**src/rtl/seq_int_divider_pkg.sv**
```systemverilog
// Shared types for the sequential integer divider: FSM state encoding.
package seq_int_divider_pkg;

  typedef enum logic [1:0] {
    StIdle = 2'd0,
    StIter = 2'd1,
    StFix  = 2'd2,
    StDone = 2'd3
  } state_e;

endpackage

```
**src/rtl/seq_int_divider_div_step.sv**
```systemverilog
// One restoring-division step: shift in the next dividend bit, trial-subtract the divisor.
module seq_int_divider_div_step #(
  parameter int unsigned WIDTH = 16
) (
  input  logic [WIDTH-1:0] rem_i,
  input  logic             quo_msb_i,
  input  logic [WIDTH-1:0] divisor_i,
  output logic [WIDTH-1:0] rem_o,
  output logic             quo_bit_o
);

  logic [WIDTH:0] partial;
  logic [WIDTH:0] diff;

  // rem_i < divisor_i, so partial < 2*divisor_i and diff[WIDTH] is a valid borrow flag.
  always_comb begin
    partial   = {rem_i, quo_msb_i};
    diff      = partial - {1'b0, divisor_i};
    quo_bit_o = ~diff[WIDTH];
    rem_o     = quo_bit_o ? diff[WIDTH-1:0] : partial[WIDTH-1:0];
  end

endmodule

```
**src/rtl/seq_int_divider.sv**
```systemverilog
// Iterative restoring divider, Verilog-semantics signed/unsigned quotient and remainder.
// Optional SEQ_INT_DIVIDER_FAST_ZERO_EN: zero dividend/divisor bypasses the iteration.
module seq_int_divider
  import seq_int_divider_pkg::*;
#(
  parameter  int unsigned WIDTH = 16,
  localparam int unsigned CNT_W = $clog2(WIDTH + 1)
) (
  input  logic             clk,
  input  logic             rst,
  input  logic             in_valid,
  output logic             in_ready,
  input  logic             signed_mode,
  input  logic [WIDTH-1:0] dividend,
  input  logic [WIDTH-1:0] divisor,
  output logic             out_valid,
  input  logic             out_ready,
  output logic [WIDTH-1:0] quotient,
  output logic [WIDTH-1:0] remainder,
  output logic             div_by_zero
);

  state_e             state_q, state_d;
  logic [CNT_W-1:0]   cnt_q, cnt_d;
  logic [WIDTH-1:0]   quo_q, quo_d;
  logic [WIDTH-1:0]   rem_q, rem_d;
  logic [WIDTH-1:0]   dvs_q, dvs_d;
  logic [WIDTH-1:0]   orig_q, orig_d;
  logic               sign_q_q, sign_q_d;
  logic               sign_r_q, sign_r_d;
  logic               zero_q, zero_d;
  logic [WIDTH-1:0]   quotient_q, quotient_d;
  logic [WIDTH-1:0]   remainder_q, remainder_d;
  logic               dbz_q, dbz_d;

  logic               a_neg, b_neg;
  logic [WIDTH-1:0]   step_rem;
  logic               step_bit;

  seq_int_divider_div_step #(
    .WIDTH(WIDTH)
  ) u_div_step (
    .rem_i    (rem_q),
    .quo_msb_i(quo_q[WIDTH-1]),
    .divisor_i(dvs_q),
    .rem_o    (step_rem),
    .quo_bit_o(step_bit)
  );

  always_comb begin
    state_d     = state_q;
    cnt_d       = cnt_q;
    quo_d       = quo_q;
    rem_d       = rem_q;
    dvs_d       = dvs_q;
    orig_d      = orig_q;
    sign_q_d    = sign_q_q;
    sign_r_d    = sign_r_q;
    zero_d      = zero_q;
    quotient_d  = quotient_q;
    remainder_d = remainder_q;
    dbz_d       = dbz_q;
    in_ready    = (state_q == StIdle);
    out_valid   = (state_q == StDone);
    a_neg       = signed_mode & dividend[WIDTH-1];
    b_neg       = signed_mode & divisor[WIDTH-1];

    unique case (state_q)
      StIdle: begin
        if (in_valid) begin
          // Magnitudes are WIDTH-bit unsigned, so |-2^(WIDTH-1)| is represented exactly.
          quo_d    = a_neg ? -dividend : dividend;
          dvs_d    = b_neg ? -divisor : divisor;
          rem_d    = '0;
          orig_d   = dividend;
          sign_q_d = a_neg ^ b_neg;
          sign_r_d = a_neg;
          zero_d   = (divisor == '0);
          cnt_d    = CNT_W'(WIDTH);
          state_d  = StIter;
`ifdef SEQ_INT_DIVIDER_FAST_ZERO_EN
          if (divisor == '0 || dividend == '0) state_d = StFix;
`endif
        end
      end
      StIter: begin
        quo_d = {quo_q[WIDTH-2:0], step_bit};
        rem_d = step_rem;
        cnt_d = cnt_q - CNT_W'(1);
        if (cnt_q == CNT_W'(1)) state_d = StFix;
      end
      StFix: begin
        if (zero_q) begin
          quotient_d  = '1;
          remainder_d = orig_q;
          dbz_d       = 1'b1;
        end else begin
          quotient_d  = sign_q_q ? -quo_q : quo_q;
          remainder_d = sign_r_q ? -rem_q : rem_q;
          dbz_d       = 1'b0;
        end
        state_d = StDone;
      end
      StDone: begin
        if (out_ready) state_d = StIdle;
      end
      default: state_d = StIdle;
    endcase
  end

  always_ff @(posedge clk) begin
    if (rst) begin
      state_q     <= StIdle;
      cnt_q       <= '0;
      quo_q       <= '0;
      rem_q       <= '0;
      dvs_q       <= '0;
      orig_q      <= '0;
      sign_q_q    <= 1'b0;
      sign_r_q    <= 1'b0;
      zero_q      <= 1'b0;
      quotient_q  <= '0;
      remainder_q <= '0;
      dbz_q       <= 1'b0;
    end else begin
      state_q     <= state_d;
      cnt_q       <= cnt_d;
      quo_q       <= quo_d;
      rem_q       <= rem_d;
      dvs_q       <= dvs_d;
      orig_q      <= orig_d;
      sign_q_q    <= sign_q_d;
      sign_r_q    <= sign_r_d;
      zero_q      <= zero_d;
      quotient_q  <= quotient_d;
      remainder_q <= remainder_d;
      dbz_q       <= dbz_d;
    end
  end

  assign quotient    = quotient_q;
  assign remainder   = remainder_q;
  assign div_by_zero = dbz_q;

endmodule

```
**config.mk**
```make
export PLATFORM = sky130hd
export DESIGN_NAME = seq_int_divider
export DESIGN_NICKNAME = d
export VERILOG_FILES = /design/src/rtl/seq_int_divider_pkg.sv /design/src/rtl/seq_int_divider_div_step.sv /design/src/rtl/seq_int_divider.sv
export SDC_FILE = /design/constraint.sdc
export NUM_CORES = 1
export LEC_CHECK = 0
export ABC_AREA = 1
export BUFFER_PORTS_ARGS = -buffer_cell sky130_fd_sc_hd__buf_2
export CAP_MARGIN = 20
export CORE_ASPECT_RATIO = 0.9
export CORE_MARGIN = 2
export CORE_UTILIZATION = 45
export DETAILED_ROUTE_END_ITERATION = 10
export PLACE_DENSITY = 0.64
export RECOVER_POWER = 50
export SLEW_MARGIN = 30
export SYNTH_ARGS = -nofsm -noshare
export SYNTH_HDL_FRONTEND = slang
export SYNTH_SLANG_ARGS = --single-unit
```
**constraint.sdc**
```tcl
create_clock -name clk -period 2 [get_ports clk]
set_input_delay 0.2 -clock clk [delete_from_list [all_inputs] [get_ports clk]]
set_output_delay 0.2 -clock clk [all_outputs]
set_load 0.02 [all_outputs]
```
# Yosys cells after proc, flatten, opt, wreduce, memory -nomap -nowiden
# Index checks and enable logic that the tools add are counted.
# classes
addsub	6
eq_ne	7
n_mux	18
bitwise_logic	4
reduce_logical	6
# op_table
cell	count
16-bit 2-to-1 mux	9
16-bit negator	4
16-bit case mux with 2 select lines	2
17-bit by 16-bit subtractor with 17-bit output	1
16-bit logical NOT	1
5-bit case mux with 2 select lines	1
2-bit case mux with 4 select lines	1
2-bit 2-to-1 mux	3
5-bit by 1-bit equality test with 1-bit output, second input constant	1
5-bit 2-to-1 mux	1
5-bit by 1-bit subtractor with 5-bit output, second input constant	1
2-bit equality test, second input constant	2
2-bit != test, second input constant	2
2-bit AND reduction	2
3-bit AND reduction	1
1-bit AND	2
2-bit by 1-bit equality test with 1-bit output, second input constant	1
2-bit logical NOT	1
2-bit by 1-bit != test with 1-bit output, second input constant	1
2-bit nonzero test	1
1-bit 2-to-1 mux	1
1-bit NOT	1
1-bit XOR	1
# word_totals
register_bits	107
in_bits	37
out_inout_bits	35
word_cells	53

# Longest topological paths before layout
# Gate-level depths: netlist (run 1).
# depth
depth_word	4
ltp_mapped	16

# Modules after synthesis
# A second synthesis (run 1) with hierarchy kept.
# hier_totals
cells_unflattened	1162
hier_area_um2	7198.2
# modules_own_cells
mod	n_inst	cells_each	area_each_um2	seq_area_each_um2
seq_int_divider	1	880	5748.0	2142.1
seq_int_divider_div_step	1	282	1450.1	0.0

# Worst setup path before layout (run 1)
# No wires, ideal clock.
# synth_path
path_kind	register -> register
from	register quo_q[15]
to	register rem_q[10]
t_arrival_ns	1.888
required_ns	1.868
path_slack_ns	-0.020
path_stages_with_launch	15
synth_period_minus_slack_ns	2.020
path_cell_list	dfxtp_1 > inv_1 > ha_1 > fa_1 > inv_1 > nand2_1 > nand2_1 > nand3_1 > nand2_2 > nand2_4 > nand3_2 > buf_2 > nand3_1 > nand3_1 > a21oi_1
# synth_between
elab_chain_cells	3
# synth_lines
item	line	source
start: declaration	seq_int_divider.sv:25	logic [WIDTH-1:0] quo_q, quo_d;
start signal: assignment	seq_int_divider.sv:128	quo_q <= quo_d;
17-bit by 16-bit subtractor with 17-bit output	seq_int_divider_div_step.sv:18	diff = partial - {1'b0, divisor_i};
16-bit 2-to-1 mux	seq_int_divider_div_step.sv:20	rem_o = quo_bit_o ? diff[WIDTH-1:0] : partial[WIDTH-1:0];
16-bit case mux with 2 select lines	seq_int_divider.sv:68	unique case (state_q)
end signal: assignment	seq_int_divider.sv:129	rem_q <= rem_d;
end: declaration	seq_int_divider.sv:26	logic [WIDTH-1:0] rem_q, rem_d;
# Every way passes these cells.
# A chain may end at the register's enable or synchronous reset.

# Final worst setup path (run 1)
# layout_path
from	register dvs_q[13]
to	register rem_q[4]
# layout_between
elab_chain_cells	3
# layout_lines
item	line	source
start: declaration	seq_int_divider.sv:27	logic [WIDTH-1:0] dvs_q, dvs_d;
start signal: assignment	seq_int_divider.sv:130	dvs_q <= dvs_d;
17-bit by 16-bit subtractor with 17-bit output	seq_int_divider_div_step.sv:18	
16-bit 2-to-1 mux	seq_int_divider_div_step.sv:20	
16-bit case mux with 2 select lines	seq_int_divider.sv:68	
# Every way passes these cells.

==> flow_summary.ini, run 1 <==
[synthesis]
synthAdderAreaFrac_pct = 5.043
yosys.area.top_type = dfxtp_1
synth_edf_count = 0
ys_seq_area_share_pct = 31.28
yosysUniqueCellTypes = 43
syn_area_um2 = 6848
synth_xor_xnor_area_share_pct = 2.046
postSynthCellCount = 1080
yosys-top-cells-count = 260 x nand2_1, 146 x inv_1, 111 x nand3_1
synthMuxAreaShare_pct = 0
synth_area_per_cell_um2 = 6.341
synth.most_common_cell = nand2_1
async_flop_share_pct = 0
ys_ff_latch = 107
ys.flop_type = dfxtp_1
synth_simple_gate_area_share_pct = 32.05
synth_area_leaders = dfxtp_1 31%, nand2_1 14%, nand3_1 8.1%
synth_compound_area_share_pct = 18.27
netlist.area_leader.share_pct = 31.28
yosysWarnings = 0
synth_top_family_by_area = simple AND/OR/NAND/NOR gates
syn_nets = 1144

[worst_setup_path]
r2r_start = dvs_q[13]
r2r-end = rem_q[4]
path_delay_family = simple AND/OR/NAND/NOR gates
crit_required_ns = 2.22
critPathKind = flop to flop
cp.arrival_ns = 2.28
end_kind = flop
crit_fanout = 7
slowest_stage = ha_1
critPathMaxStageDelay_ns = 0.34
rrSetupSlack_ns = -0.06
cp-start-kind = flop
cp_cell_sequence = inv_1, ha_1, nand2_1, nand2_1, nand2_1, nand2_1, a21oi_4, buf_4, nand3_4, nand2_8, nand2_1, nand3_1, a21oi_1
worstPathBufferInverterCount = 2
reg2reg_depth = 13
cp_common_cell = nand2_1

[drt]
drc = 0
drt-wirelength-per-cell_um = 15.19
via_per_inst = 5.285
wl_mm = 20.92
vias = 7278
antenna_left = 0
first_pass_iters = 5
drt_iter0_drc = 677

[timing]
hold_viol = 0
period_minus_slack_ns = 2.064
relSlewSlack_pct = 55.62
fin_crit_sh_pct = 103.2
finalSetupViolCount = 7
setup_ws_ns = -0.06379
finalMaxSlewViolations = 0
grt_setup_unrepaired = yes
worstMarginPinSlew_ns = 0.6656
fmax_mhz = 484.5
skew_ns = 0.007647
whs_ns = 0.1385

[hold_path]
holdPathEnd = dvs_q[0]
worstHoldPathType = primary input to flop
whs_path_depth = 3
hold_start = divisor[0]

[place]
place_congestion = 0.8955
dp_slack_ns = -0.09224
placed_cells = 1352
placed_cell_area_um2 = 7677
io_buffers = 71
dpl.hpwl_mm = 15.42

[floorplanning]
die_w_um = 134.0
die_h_um = 121.0
rows = 42
coreArea_um2 = 14820
initial_core_util_pct = 46.21
design.die.area_um2 = 16220
io_pins = 72

[global_route]
grt_pass1_wl_mm = 32.70
grt_max_degree = 56
gr-total-overflow = 0
antenna_found_initial = 1
track_usage_pct = 25.39
grt_pass1_vias = 6250

[cells_and_area]
final_cells = 1377
drive_gt1_share_pct = 14.16
regArea_um2 = 2146
syn_to_final_growth_pct = 20.30
nFillCells = 1529
diodes = 0
multi_input_area_um2 = 4164
nets = 1238
stdcell_area_um2 = 8238

[clock_tree]
cts_root_buffer = clkbuf_16
clk_pin_slew_ns = 0.08
cts_tree = built
cts_buffers = 9
cts.sinks = 107
cts-htree-levels = 3
insertion_delay_ns = 0.36
cts_max_path_buffers = 2
holdBufCountCts = 0

[pwr]
vdd_drop_max_uv = 1041
powerDensity_nw_per_um2 = 1689
leakage_nw = 3.741

[job]
cap_violations = 0

[run_status]
violations = setup timing
status = finished, violations left
-- sequential cells by signal, summed over array words and instances (netlist names) --
name and cells:
cnt_q 5, div_by_zero 1, dvs_q 16, orig_q 16, quo_q 16, quotient 16, rem_q 16, remainder 16
sign_q_q 1, sign_r_q 1, state_q 2, zero_q 1
-- layout by cell type, fill, tap and decap left out, drive strengths merged, types with 13 or more instances in the layout --
cell,count
clkbuf,50
buf,92
dfxtp,107
o211ai,15
a31oi,23
ha,26
a21oi,96
nand2,268
nand4,13
inv,147
o21ai,83
nand3,113
nor2,87
-- logic make-up after synthesis --
kind of cell | Yosys count
xor gates and xnor gates | 16
DFF | 107
adders and majority gates | 27
and+or+nand+nor | 505
AOI/OAI and AO/OA | 227
buffers and inverters | 198
-- stage by stage --
stage	power, mW	setup TNS (ns)	util, %
floorplan	8.810	0	-
global placement	10.98	-0.3534	51.81
detailed placement	11.02	-1.340	51.81
CTS	13.03	-0.006550	54.07
global route	15.07	-1.944	55.59
finish	13.91	-0.3108	55.59
-- where the power goes --
| group | switching (mW) | internal (mW) |
|---|---|---|
| Sequential | 0.486 | 2.71 |
| Combinational | 5.64 | 3.21 |
| Clock | 0.847 | 1.01 |
| Total | 6.98 | 6.94 |
-- metal layers --
metal / wire [um] / share of wire (%) / global-route usage [%]
met1: 10690 / 51 / 40.65
met2: 8460 / 40 / 35.22
met3: 1628 / 7.8 / 4.804
met4: 143 / 0.68 / 3.947
met5: 0 / 0 / 0
-- worst reg2reg max path, stage by stage (launching register included) --
cell	delay, ns
dfxtp_1	0.32
inv_1	0.11
ha_1	0.35
nand2_1	0.08
nand2_1	0.07
nand2_1	0.06
nand2_1	0.08
a21oi_4	0.22
buf_4	0.17
nand3_4	0.15
nand2_8	0.14
nand2_1	0.06
nand3_1	0.07
a21oi_1	0.06
-- area by class of cell --
class                           instances  share of cell area, %
Clock inverter                          5                 0.7594
Sequential cell                       107                  26.05
Clock buffer                           11                  2.947
Inverter                              150                  6.835
Tap cell                              198                  3.007
Multi-Input combinational cell        775                  50.55
Timing Repair Buffer                  131                  9.857
-- worst max path at each step --
stage / startpoint / endpoint / slack (ns) / cells after the start
floorplan: quo_q[15] / rem_q[2] / 0.04 / 16
global placement: quo_q[15] / rem_q[14] / -0.03 / 15
detailed placement: quo_q[15] / rem_q[13] / -0.09 / 15
CTS: quo_q[15] / rem_q[4] / -0.007 / 15
global route: dvs_q[10] / rem_q[3] / -0.15 / 12
finish: dvs_q[13] / rem_q[4] / -0.06 / 13
-- timing repair --
item | in CTS | in global routing
endpoints found under the setup margin | 17 | 21
setup buffers | 1 | 7
hold endpoints to repair | 0 | 0
gates cloned | 0 | 1
pin swaps | 1 | 5
gates resized for setup | 6 | 45
(Power assumes the default switching activity.)
==> run 2, diff against run 1 <==
==> constraint.sdc (replaced) <==
create_clock -name clk -period 2 [get_ports clk]
set_input_delay 0.2 -clock clk [delete_from_list [all_inputs] [get_ports clk]]
set_output_delay 0.2 -clock clk [all_outputs]
set_load 0.1 [all_outputs]
==> flow_summary.ini, run 2 (synthesized netlist as in run 1, its figures left out) <==
[clock_tree]
cts.sinks = 107
cts-htree-levels = 3
insertion_delay_ns = 0.35
cts_max_path_buffers = 2
cts_root_buffer = clkbuf_16
holdBufCountCts = 0
cts_tree = built
clk_pin_slew_ns = 0.07
cts_buffers = 9

[cells_and_area]
fin_util_pct = 55.54
nets = 1238
syn_to_final_growth_pct = 20.19
diodes = 0
final_common_cell = nand2_1
mostFrequentLayoutCells = 253 x nand2_1, 144 x inv_1, 104 x dfxtp_1, 94 x nand3_1, 91 x a21oi_1
drive_gt1_share_pct = 16.40

[timing]
finalMaxSlewViolations = 0
fmax_mhz = 491.7
setup_ws_ns = -0.03360
fin_crit_sh_pct = 101.7
period_minus_slack_ns = 2.034
grt_setup_unrepaired = yes
finalSetupViolCount = 6
skew_ns = 0.004899
worstMarginPinSlew_ns = 1.166
setup_tns_ns = -0.05774
relSlewSlack_pct = 22.58
hold_viol = 0

[global_route]
grt_pass1_vias = 6390
track_usage_pct = 25.93
grt_pass1_wl_mm = 33.18
gr-total-overflow = 0
antenna_found_initial = 0
grt_max_degree = 56

[place]
dpl.hpwl_mm = 15.51
io_buffers = 71
place_congestion = 0.9341

[worst_setup_path]
critPathKind = flop to flop
end_kind = flop
cp-start-kind = flop
crit_required_ns = 2.28
cp.arrival_ns = 2.31
crit_fanout = 11

[pwr]
powerDensity_nw_per_um2 = 1783
vdd_drop_max_uv = 1644
p_switching_mw = 7.819
swShare_pct = 53.30
pwr-share-comb_pct = 66.7
seq_power_share_pct = 21.8
leakage_nw = 3.887
pwr-share-clk_pct = 11.5
internal-power_mw = 6.852

[drt]
antenna_left = 0
vias = 7287
wl_mm = 20.63
first_pass_iters = 5
drt-wirelength-per-cell_um = 15.00
via_per_inst = 5.300
drc = 0
drt_iter0_drc = 586

[floorplanning]
io_pins = 72
coreArea_um2 = 14820
rows = 42
die_w_um = 134.0
design.die.area_um2 = 16220
die_h_um = 121.0
initial_core_util_pct = 46.21

[hold_path]
worstHoldPathType = primary input to flop

[job]
cap_violations = 0

[run_status]
violations = setup timing
status = finished, violations left
==> run 2: changes by cell type in the layout (fill, tap and decap cells not counted), sizes merged <==
cell / change
buf: +1
bufinv: -1
clkinv: -1
clkinvlp: -1
==> run 2: path summary, 6_finish.rpt <==
path | from | endpoint | slack [ns] | depth (start not counted)
worst max-delay path | dvs_q[14] | rem_q[13] | -0.03 | 13
worst min-delay path | divisor[4] | dvs_q[4] | 0.14 | 3
worst max register to register | dvs_q[14] | rem_q[13] | -0.03 | 13
worst min register to register | div_by_zero | div_by_zero | 0.48 | 2
==> run 2: layout make-up <==
type	count	area, um^2
clock inverter	2	12.51
timing repair buffer	131	839.6
tap	198	247.7
sequential	107	2146
inverter	150	563.0
fill	1557	6589
clock buffer	12	256.5
multi-input combinational	775	4165
==> run 2: worst max-delay path, cell delays in order, from the launching register on <==
cell	delay [ns]
dfxtp_1	0.30
inv_1	0.18
ha_1	0.30
nand2_2	0.10
inv_1	0.04
nand2_1	0.05
nand2_1	0.10
a21oi_4	0.25
nand2_4	0.12
nand2_8	0.10
nand2_8	0.09
nand2_1	0.10
nand3_2	0.10
a21oi_2	0.13
==> run 2: stage by stage <==
step           power, mW  cell area, um^2  setup WS (ns)  cells  hold slack [ns]
2_1_floorplan      9.806             6865        0.04412   1080           0.3132
3_3_place_gp       11.93             7690       -0.05969   1352           0.4615
3_5_place_dp       12.02             7690        -0.1383   1352           0.4724
4_1_cts            14.31             8149       -0.03563   1375           0.1381
5_1_grt            15.93             8230        -0.1262   1375           0.1406
6_report           14.67             8230       -0.03360   1375           0.1427
==> run 2: layer usage <==
metal  part of all wire, %  vias to the layer above  routed length (um)  global-route usage, %
met1                    51                     3322               10580                  40.09
met5                     0                        -                   0                      0
li1                      -                     3729                   -                      -
met3                   6.8                       22                1407                  4.637
met2                    40                      214                8350                  37.21
met4                   1.4                        0                 281                  5.592
==> run 2: power groups by stage <==
stage | logic (mW) | registers, mW | clock network, mW
after global placement | 8.74 | 3.19 | 0
after global routing | 10.9 | 3.26 | 1.80
after CTS | 9.43 | 3.16 | 1.71
after floorplan | 5.71 | 4.10 | 0
after detailed placement | 8.82 | 3.20 | 0
final | 9.79 | 3.20 | 1.68
==> run 2: timing repair <==
action	4_1_cts	5_1_grt
pin swaps	20	16
buffers inserted	8	0
setup endpoints to repair	17	21
resized for setup	28	25
cloned	1	0
